## config.mk

```make
export PLATFORM = sky130hd
export DESIGN_NAME = lcd_bus_sequencer
export DESIGN_NICKNAME = d
export VERILOG_FILES = /design/src/rtl/lcd_bus_sequencer.sv
export SDC_FILE = /design/constraint.sdc
export NUM_CORES = 1
export LEC_CHECK = 0
export ABC_AREA = 1
export CORE_UTILIZATION = 50
export DETAILED_ROUTE_END_ITERATION = 8
export GPL_ROUTABILITY_DRIVEN = 0
export PLACE_DENSITY_LB_ADDON = 0.05
export SETUP_SLACK_MARGIN = 0.5
export SYNTH_ARGS = -nofsm -noshare
export SYNTH_HDL_FRONTEND = slang
export SYNTH_SLANG_ARGS = --single-unit
```

## constraint.sdc

```tcl
create_clock -name clk -period 2.41 [get_ports clk]
set_input_delay 0.482 -clock clk [delete_from_list [all_inputs] [get_ports clk]]
set_output_delay 0.482 -clock clk [all_outputs]
set_load 0.05 [all_outputs]
```

## src/rtl/lcd_bus_sequencer.sv

```systemverilog
// LCD1602 8-bit write-only byte sequencer: byte FIFO plus setup/enable/hold/exec-wait timing.
// Optional power-up delay after reset is enabled by defining LCD_PWRUP_WAIT_EN.
module lcd_bus_sequencer #(
  parameter int FIFO_DEPTH     = 16,
  parameter int SETUP_CYC      = 4,
  parameter int EN_HIGH_CYC    = 25,
  parameter int HOLD_CYC       = 4,
  parameter int WAIT_SHORT_CYC = 2500,
`ifdef LCD_PWRUP_WAIT_EN
  parameter int WAIT_LONG_CYC  = 82000,
  parameter int PWRUP_CYC      = 2000000
`else
  parameter int WAIT_LONG_CYC  = 82000
`endif
) (
  input  logic                          clk,
  input  logic                          reset,
  input  logic                          in_valid,
  output logic                          in_ready,
  input  logic                          in_rs,
  input  logic [7:0]                    in_data,
  output logic                          busy,
  output logic [$clog2(FIFO_DEPTH):0]   fifo_count,
  output logic                          lcd_rs,
  output logic                          lcd_rw,
  output logic                          lcd_en,
  output logic [7:0]                    lcd_data
);

  localparam int PW   = $clog2(FIFO_DEPTH);
  localparam int CNTW = PW + 1;

  function automatic int max2(input int a, input int b);
    return (a > b) ? a : b;
  endfunction

  localparam int MAX_TIMED = max2(max2(max2(SETUP_CYC, EN_HIGH_CYC),
                                       max2(HOLD_CYC, WAIT_SHORT_CYC)), WAIT_LONG_CYC);
`ifdef LCD_PWRUP_WAIT_EN
  localparam int MAX_CYC = max2(MAX_TIMED, PWRUP_CYC);
`else
  localparam int MAX_CYC = MAX_TIMED;
`endif
  localparam int TW = $clog2(MAX_CYC) + 1;

  typedef enum logic [2:0] {
    ST_IDLE    = 3'd0,
    ST_SETUP   = 3'd1,
    ST_EN_HIGH = 3'd2,
    ST_HOLD    = 3'd3,
    ST_WAIT    = 3'd4,
    ST_PWRUP   = 3'd5
  } state_t;

  logic [8:0]      mem [FIFO_DEPTH];
  logic [PW-1:0]   wr_ptr;
  logic [PW-1:0]   rd_ptr;
  logic [TW-1:0]   timer;
  logic            long_cmd;
  state_t          state;
  logic            push;
  logic            pop;
  logic [CNTW-1:0] count_nxt;
  logic [8:0]      head;

  assign lcd_rw = 1'b0;
  assign head   = mem[rd_ptr];

  always_comb begin
    push      = in_valid && in_ready;
    pop       = (state == ST_IDLE) && (fifo_count != '0);
    count_nxt = fifo_count + CNTW'(push) - CNTW'(pop);
  end

  always_ff @(posedge clk) begin
    if (push) mem[wr_ptr] <= {in_rs, in_data};
  end

  always_ff @(posedge clk) begin
    if (reset) begin
      wr_ptr     <= '0;
      rd_ptr     <= '0;
      fifo_count <= '0;
      in_ready   <= 1'b1;
      lcd_rs     <= 1'b0;
      lcd_en     <= 1'b0;
      lcd_data   <= '0;
      long_cmd   <= 1'b0;
`ifdef LCD_PWRUP_WAIT_EN
      state      <= ST_PWRUP;
      timer      <= TW'(PWRUP_CYC - 1);
      busy       <= 1'b1;
`else
      state      <= ST_IDLE;
      timer      <= '0;
      busy       <= 1'b0;
`endif
    end else begin
      if (push) wr_ptr <= wr_ptr + PW'(1);
      if (pop)  rd_ptr <= rd_ptr + PW'(1);
      fifo_count <= count_nxt;
      in_ready   <= (count_nxt != CNTW'(FIFO_DEPTH));
      busy       <= (fifo_count != '0) || (state != ST_IDLE);
      // lcd_en trails the state by one cycle, giving push-to-enable latency of 2+SETUP_CYC
      lcd_en     <= (state == ST_EN_HIGH);

      unique case (state)
        ST_IDLE: begin
          if (pop) begin
            lcd_rs   <= head[8];
            lcd_data <= head[7:0];
            long_cmd <= !head[8] && (head[7:2] == '0);
            timer    <= TW'(SETUP_CYC - 1);
            state    <= ST_SETUP;
          end
        end
        ST_SETUP: begin
          if (timer == '0) begin
            timer <= TW'(EN_HIGH_CYC - 1);
            state <= ST_EN_HIGH;
          end else timer <= timer - TW'(1);
        end
        ST_EN_HIGH: begin
          if (timer == '0) begin
            timer <= TW'(HOLD_CYC - 1);
            state <= ST_HOLD;
          end else timer <= timer - TW'(1);
        end
        ST_HOLD: begin
          if (timer == '0) begin
            timer <= long_cmd ? TW'(WAIT_LONG_CYC - 1) : TW'(WAIT_SHORT_CYC - 1);
            state <= ST_WAIT;
          end else timer <= timer - TW'(1);
        end
        ST_WAIT: begin
          if (timer == '0) state <= ST_IDLE;
          else timer <= timer - TW'(1);
        end
`ifdef LCD_PWRUP_WAIT_EN
        ST_PWRUP: begin
          if (timer == '0) state <= ST_IDLE;
          else timer <= timer - TW'(1);
        end
`endif
        default: state <= ST_IDLE;
      endcase
    end
  end

endmodule

```

; ---- Yosys cells after proc, flatten, opt, wreduce, memory -nomap -nowiden
; Memories as Yosys holds them, arrays and structs flattened. A register that Yosys moved wholly into a read port is not among the register bits.
; Cells that the tools add are included.
[totals]
register_bits = 47
ram_bits = 144
input_bits = 12
out_inout_bits = 18
elab_cells = 59
memories = 1
[mem_list]
columns = name, words, width, rd, rd_clocked_by_memory_dff, wr, line
row1 = mem, 16, 9, 1, 1, 1, 55  ; logic [8:0] mem [FIFO_DEPTH];
[classes]
n_addsub = 5
eq_ne = 11
n_mux = 17
reduce_logical = 14
[op_table]
columns = op, count
row1 = 18-bit 2-to-1 mux, 5
row2 = 18-bit case mux with 5 select lines, 1
row3 = 18-bit logical NOT, 1
row4 = "18-bit by 1-bit subtractor with 18-bit output, second input constant", 1
row5 = 17-bit 2-to-1 mux, 1
row6 = 3-bit 2-to-1 mux, 5
row7 = 3-bit case mux with 5 select lines, 1
row8 = "2-bit inequality test, second input constant", 5
row9 = 5-bit nonzero test, 2
row10 = "4-bit by 1-bit adder with 4-bit output, second input constant", 2
row11 = 4-bit 2-to-1 mux, 2
row12 = "3-bit by 2-bit equality test with 1-bit output, second input constant", 2
row13 = 6-bit logical NOT, 1
row14 = 5-bit by 1-bit adder with 5-bit output, 1
row15 = "5-bit inequality test, second input constant", 1
row16 = 5-bit AND reduction, 1
row17 = 5-bit by 1-bit subtractor with 5-bit output, 1
row18 = "3-bit by 1-bit equality test with 1-bit output, second input constant", 1
row19 = "3-bit equality test, second input constant", 1
row20 = 1-bit logical AND, 3
row21 = 3-bit logical NOT, 1
row22 = 3-bit AND reduction, 1
row23 = 3-bit nonzero test, 1
row24 = 1-bit 2-to-1 mux, 2
row25 = 4 further kinds, 4

; ---- Longest topological paths before layout
[depth]
word_depth = 4
mapped_depth = 16
depth_no_buf = 15

; ---- Worst setup path before layout
; Ideal clock, no wire load.
[synth_path]
kind = flip-flop to flip-flop
start = reg fifo_count[2]
end = reg in_ready
arrival_time_ps = 2785
t_required_ps = 2291
setup_slack_ps = -495
path_stages_with_launch = 16
synth_period_minus_slack_ps = 2905
cell_sequence = dfxtp_1 -> inv_1 -> ha_1 -> nand3_1 -> nand2_1 -> inv_2 -> buf_2 -> ha_1 -> inv_1 -> ha_1 -> inv_1 -> fa_1 -> xor2_1 -> nand3_1 -> nor2_1 -> nand2_1
[synth_via]
elab_chain_cells = 4
word_cells_on_any_way = 5
[synth_lines]
columns = item, line
row1 = start: declaration, 23  ; output logic [$clog2(FIFO_DEPTH):0] fifo_count,
row2 = start signal: assignment, 101  ; fifo_count <= count_nxt;
row3 = branches (longest 2 deep; another with 5-bit by 1-bit adder with 5-bit output), n/a
row4 = 5-bit by 1-bit subtractor with 5-bit output (*), 72  ; count_nxt = fifo_count + CNTW'(push) - CNTW'(pop);
row5 = 5-bit inequality test (*), 102  ; in_ready <= (count_nxt != CNTW'(FIFO_DEPTH));
row6 = end signal: assignment, 102
row7 = end: declaration, 19  ; output logic in_ready,
; Mark *: on every way between the ends.
; A chain may end at the register's enable or synchronous reset.

; ---- Worst setup path after layout
[layout_path]
start = reg fifo_count[3]
end = reg in_ready
; The elaborated chain is that of the path after synthesis.

==> impl_metrics.py <==
metrics = {
    "status": {
        "outcome": "completed",
    },
    "layout": {
        "fillCellCount": 1478,
        "layout_overhead_on_the_synthesized_area_pct": 17.6,
        "finalNetCount": 1012,
        "antenna_cells_inserted": 0,
        "drive_gt1_frac": 0.154,
        "stdcell_area_um2": 10300,
    },
    "die": {
        "fp-row-count": 48,
        "core_region_area_um2": 17200,
        "num_io_pins": 30,
        "die_w_um": 135,
        "dieArea_um2": 18100,
        "die_h_um": 135,
        "starting_density": 0.510,
    },
    "worst_setup_path": {
        "critical_path.max_stage_delay_ns": 0.35,
        "path_depth": 15,
        "endpoint_kind": "flip-flop",
        "rr_worst_depth": 15,
        "worstPathArrival_ns": 2.52,
        "slowest_stage": "sky130_fd_sc_hd__dfxtp_4",
        "critPathBufInv": 5,
        "timing.critical_path.cells": "inv_4 -> ha_4 -> nand3_4 -> nand2_8 -> inv_4 -> ha_4 -> inv_4 -> ha_4 -> inv_2 -> fa_2 -> buf_4 -> xor2_2 -> nand3_1 -> nor2_1 -> nand2_1",
        "path_delay_family": "adder cells",
        "cp_data_required_time_ns": 2.74,
        "worstPathMaxFanout": 2,
        "worstSetupStartpointType": "flip-flop",
        "worstSetupPathType": "reg -> reg",
    },
    "global_route": {
        "first_global_vias": 6205,
        "track_usage": 0.241,
        "antenna_found_initial": 0,
        "globalRouteOverflowTotal": 0,
        "grt_start_max_net_pins": 72,
        "wire_length_of_the_first_global_routing_pass_mm": 32.4,
    },
    "flow_run": {
        "number_of_max_cap_violations": 0,
    },
    "sta": {
        "max-slew-margin-rel": 0.619,
        "finalSetupViolations": 0,
        "skew_ns": 0.00869,
        "post-route-min-period_ns": 2.19,
        "final-max-slew-violation-count": 0,
        "final.period_utilization": 0.909,
        "final.setup.tns_ns": 0,
        "grt_setup_unrepaired": "true",
        "hold_viol_final": 0,
        "max_freq_ghz": 0.456,
        "worst-slew-pin-transition_ns": 0.571,
    },
    "detailed_routing": {
        "number_of_drc_markers_after_the_initial_detailed_route_iteration": 425,
        "vias": 6402,
        "final_antenna_net_count": 0,
        "dr.pass1.iters": 5,
        "avgRoutedWirePerCell_um": 17.3,
        "average_via_count_per_standard_cell": 5.23,
        "drc": 0,
        "wl_mm": 21.1,
    },
    "worst_hold_path": {
        "whs_path_depth": 2,
        "hold_path_class": "reg -> reg",
    },
    "placed_design": {
        "dp_hpwl_mm": 13.7,
        "io_buffer_count": 28,
        "dpl_cell_area_um2": 9510,
    },
    "power_and_ir_drop": {
        "pwr_density_cell_nw_per_um2": 1210,
        "power.static_leakage_nw": 4.30,
        "peakVddDrop_uv": 707,
    },
    "synthesis": {
        "syn_area_per_cell_um2": 9.55,
        "ys_dominant_reg_cell": "sky130_fd_sc_hd__edfxtp_1",
        "netlist-cell-type-count": 40,
        "synth-seq-area-share": 0.608,
        "synth.ff_latch_count": 195,
        "mappedNetlistNets": 947,
        "post_synth_instance_area_um2": 8790,
        "async_flop_share": 0,
        "synth_cells": 921,
        "count_of_flip_flops_with_a_built_in_enable_after_synthesis": 144,
        "synthesis.yosys.warnings": 0,
    },
    "clock_network": {
        "cts_tree": "done",
        "cts.htree.levels": 4,
        "worst_setup_hold_path_clk_slew_ns": 0.07,
        "cts_root_buf": "sky130_fd_sc_hd__clkbuf_16",
        "cts.sinks": 195,
        "cts-buffers-inserted": 17,
        "cts_max_path_buffers": 2,
        "clock_insertion_delay_worst_skew_ns": 0.44,
    },
}
cell type report:
cell class	instances	area, µm²	share of cell area
flip-flops and latches	195	5360	0.519
multi-input cells	566	2910	0.281
repair buffers	82	739	0.0715
inverters	124	493	0.0477
clock buffers	18	429	0.0415
well taps	225	282	0.0272
clock inverters	13	125	0.0121
synthesized netlist by cell type, types with 9 or more instances:
master	count	area share
sky130_fd_sc_hd__nor2_1	107	0.046
sky130_fd_sc_hd__buf_4	11	0.0094
sky130_fd_sc_hd__dfxtp_1	51	0.12
sky130_fd_sc_hd__nand3_1	87	0.050
sky130_fd_sc_hd__ha_1	13	0.018
sky130_fd_sc_hd__buf_2	11	0.0063
sky130_fd_sc_hd__inv_1	114	0.049
sky130_fd_sc_hd__clkbuf_1	9	0.0038
sky130_fd_sc_hd__a21oi_1	24	0.014
sky130_fd_sc_hd__edfxtp_1	144	0.49
sky130_fd_sc_hd__o21ai_0	48	0.027
sky130_fd_sc_hd__nand2_1	215	0.092
sequential cells by signal (all words and copies together) (netlist names), named ones only:
register / count
state: 3
rd_ptr: 4
lcd_data: 8
lcd_en: 1
wr_ptr: 4
timer: 18
long_cmd: 1
fifo_count: 5
mem: 144
lcd_rs: 1
busy: 1
in_ready: 1
tightest hold or removal path, stage by stage, from the launching register on:
cell and delay (ns):
sky130_fd_sc_hd__dfxtp_1 0.32, sky130_fd_sc_hd__o211ai_1 0.10, sky130_fd_sc_hd__inv_1 0.06
per-layer routing:
layer / global-route usage / vias up / wire (µm)
li1: - / 3150 / -
met1: 0.312 / 3068 / 9310
met2: 0.406 / 156 / 10400
met3: 0.0402 / 28 / 1010
met4: 0.0955 / 0 / 430
met5: 0 / - / 0
layout by cell type (no fill, tap or decap), types with 5 or more instances in the layout:
cell	synthesis	routed
sky130_fd_sc_hd__edfxtp_1	144	144
sky130_fd_sc_hd__o211ai_1	6	6
sky130_fd_sc_hd__o221ai_1	8	8
sky130_fd_sc_hd__dlygate4sd2_1	0	17
sky130_fd_sc_hd__buf_4	11	47
sky130_fd_sc_hd__clkbuf_16	0	19
sky130_fd_sc_hd__a21oi_1	24	22
sky130_fd_sc_hd__nand2_1	215	211
sky130_fd_sc_hd__clkinvlp_4	0	7
sky130_fd_sc_hd__clkdlybuf4s50_1	0	11
sky130_fd_sc_hd__nand3_1	87	83
sky130_fd_sc_hd__nor3_1	7	7
sky130_fd_sc_hd__ha_1	13	10
sky130_fd_sc_hd__nor2_1	107	101
sky130_fd_sc_hd__inv_6	0	7
sky130_fd_sc_hd__inv_2	6	6
sky130_fd_sc_hd__nor2_2	6	11
sky130_fd_sc_hd__nor2_4	4	5
sky130_fd_sc_hd__o21ai_0	48	46
sky130_fd_sc_hd__xor2_1	8	6
sky130_fd_sc_hd__dfxtp_2	0	6
sky130_fd_sc_hd__dfxtp_1	51	42
sky130_fd_sc_hd__inv_4	2	6
sky130_fd_sc_hd__inv_1	114	109
final timing paths:
path,start,slack (ns),endpoint
min,lcd_data[1]$_SDFFE_PP0P_,0.51,lcd_data[1]$_SDFFE_PP0P_
max reg2reg,fifo_count[3]$_SDFF_PP0_,0.22,in_ready$_SDFF_PP1_
min reg2reg,lcd_data[1]$_SDFFE_PP0P_,0.51,lcd_data[1]$_SDFFE_PP0P_
max,fifo_count[3]$_SDFF_PP0_,0.22,in_ready$_SDFF_PP1_
cell families (layout without fill, tap and decap cells):
family                   count (synthesis)  after routing  synth area share
buffers and inverters                  160            237            0.0794
other                                    1              1          0.000426
flip-flops                             195            195             0.608
XOR/XNOR                                10             10           0.00996
adder cells (fa/ha/maj)                 14             14            0.0208
AO/OA/AOI/OAI                           99             99            0.0655
AND/OR/NAND/NOR                        442            442             0.216
power breakdown:
group	switching [mW]	leakage, nW	internal [mW]	total [mW]
combinational	3.59	2.32	1.94	5.54
clock	1.28	0.257	1.43	2.71
sequential	0.288	1.72	3.97	4.26
per-stage QoR:
stage          instances  total power, mW  hold slack, ns  utilization  worst slack [ns]
2_1_floorplan        921             8.07           0.457            -             0.122
3_3_place_gp        1175             9.19           0.470        0.552           -0.0348
3_5_place_dp        1175             9.30           0.490        0.552           -0.0518
4_1_cts             1208             12.1           0.509        0.586             0.240
5_1_grt             1223             13.3           0.536        0.600             0.127
6_report            1223             12.5           0.506        0.600             0.219
what timing repair did:
action / CTS / global route
pin swaps: 3 / 3
endpoints found under the setup margin: 33 / 28
buffers inserted: 2 / 13
hold buffers: 0 / 0
cloned: 0 / 2
endpoints found under the hold margin: 0 / 0
resized for setup: 25 / 29
No activity file was read; power rests on OpenSTA's default activity.
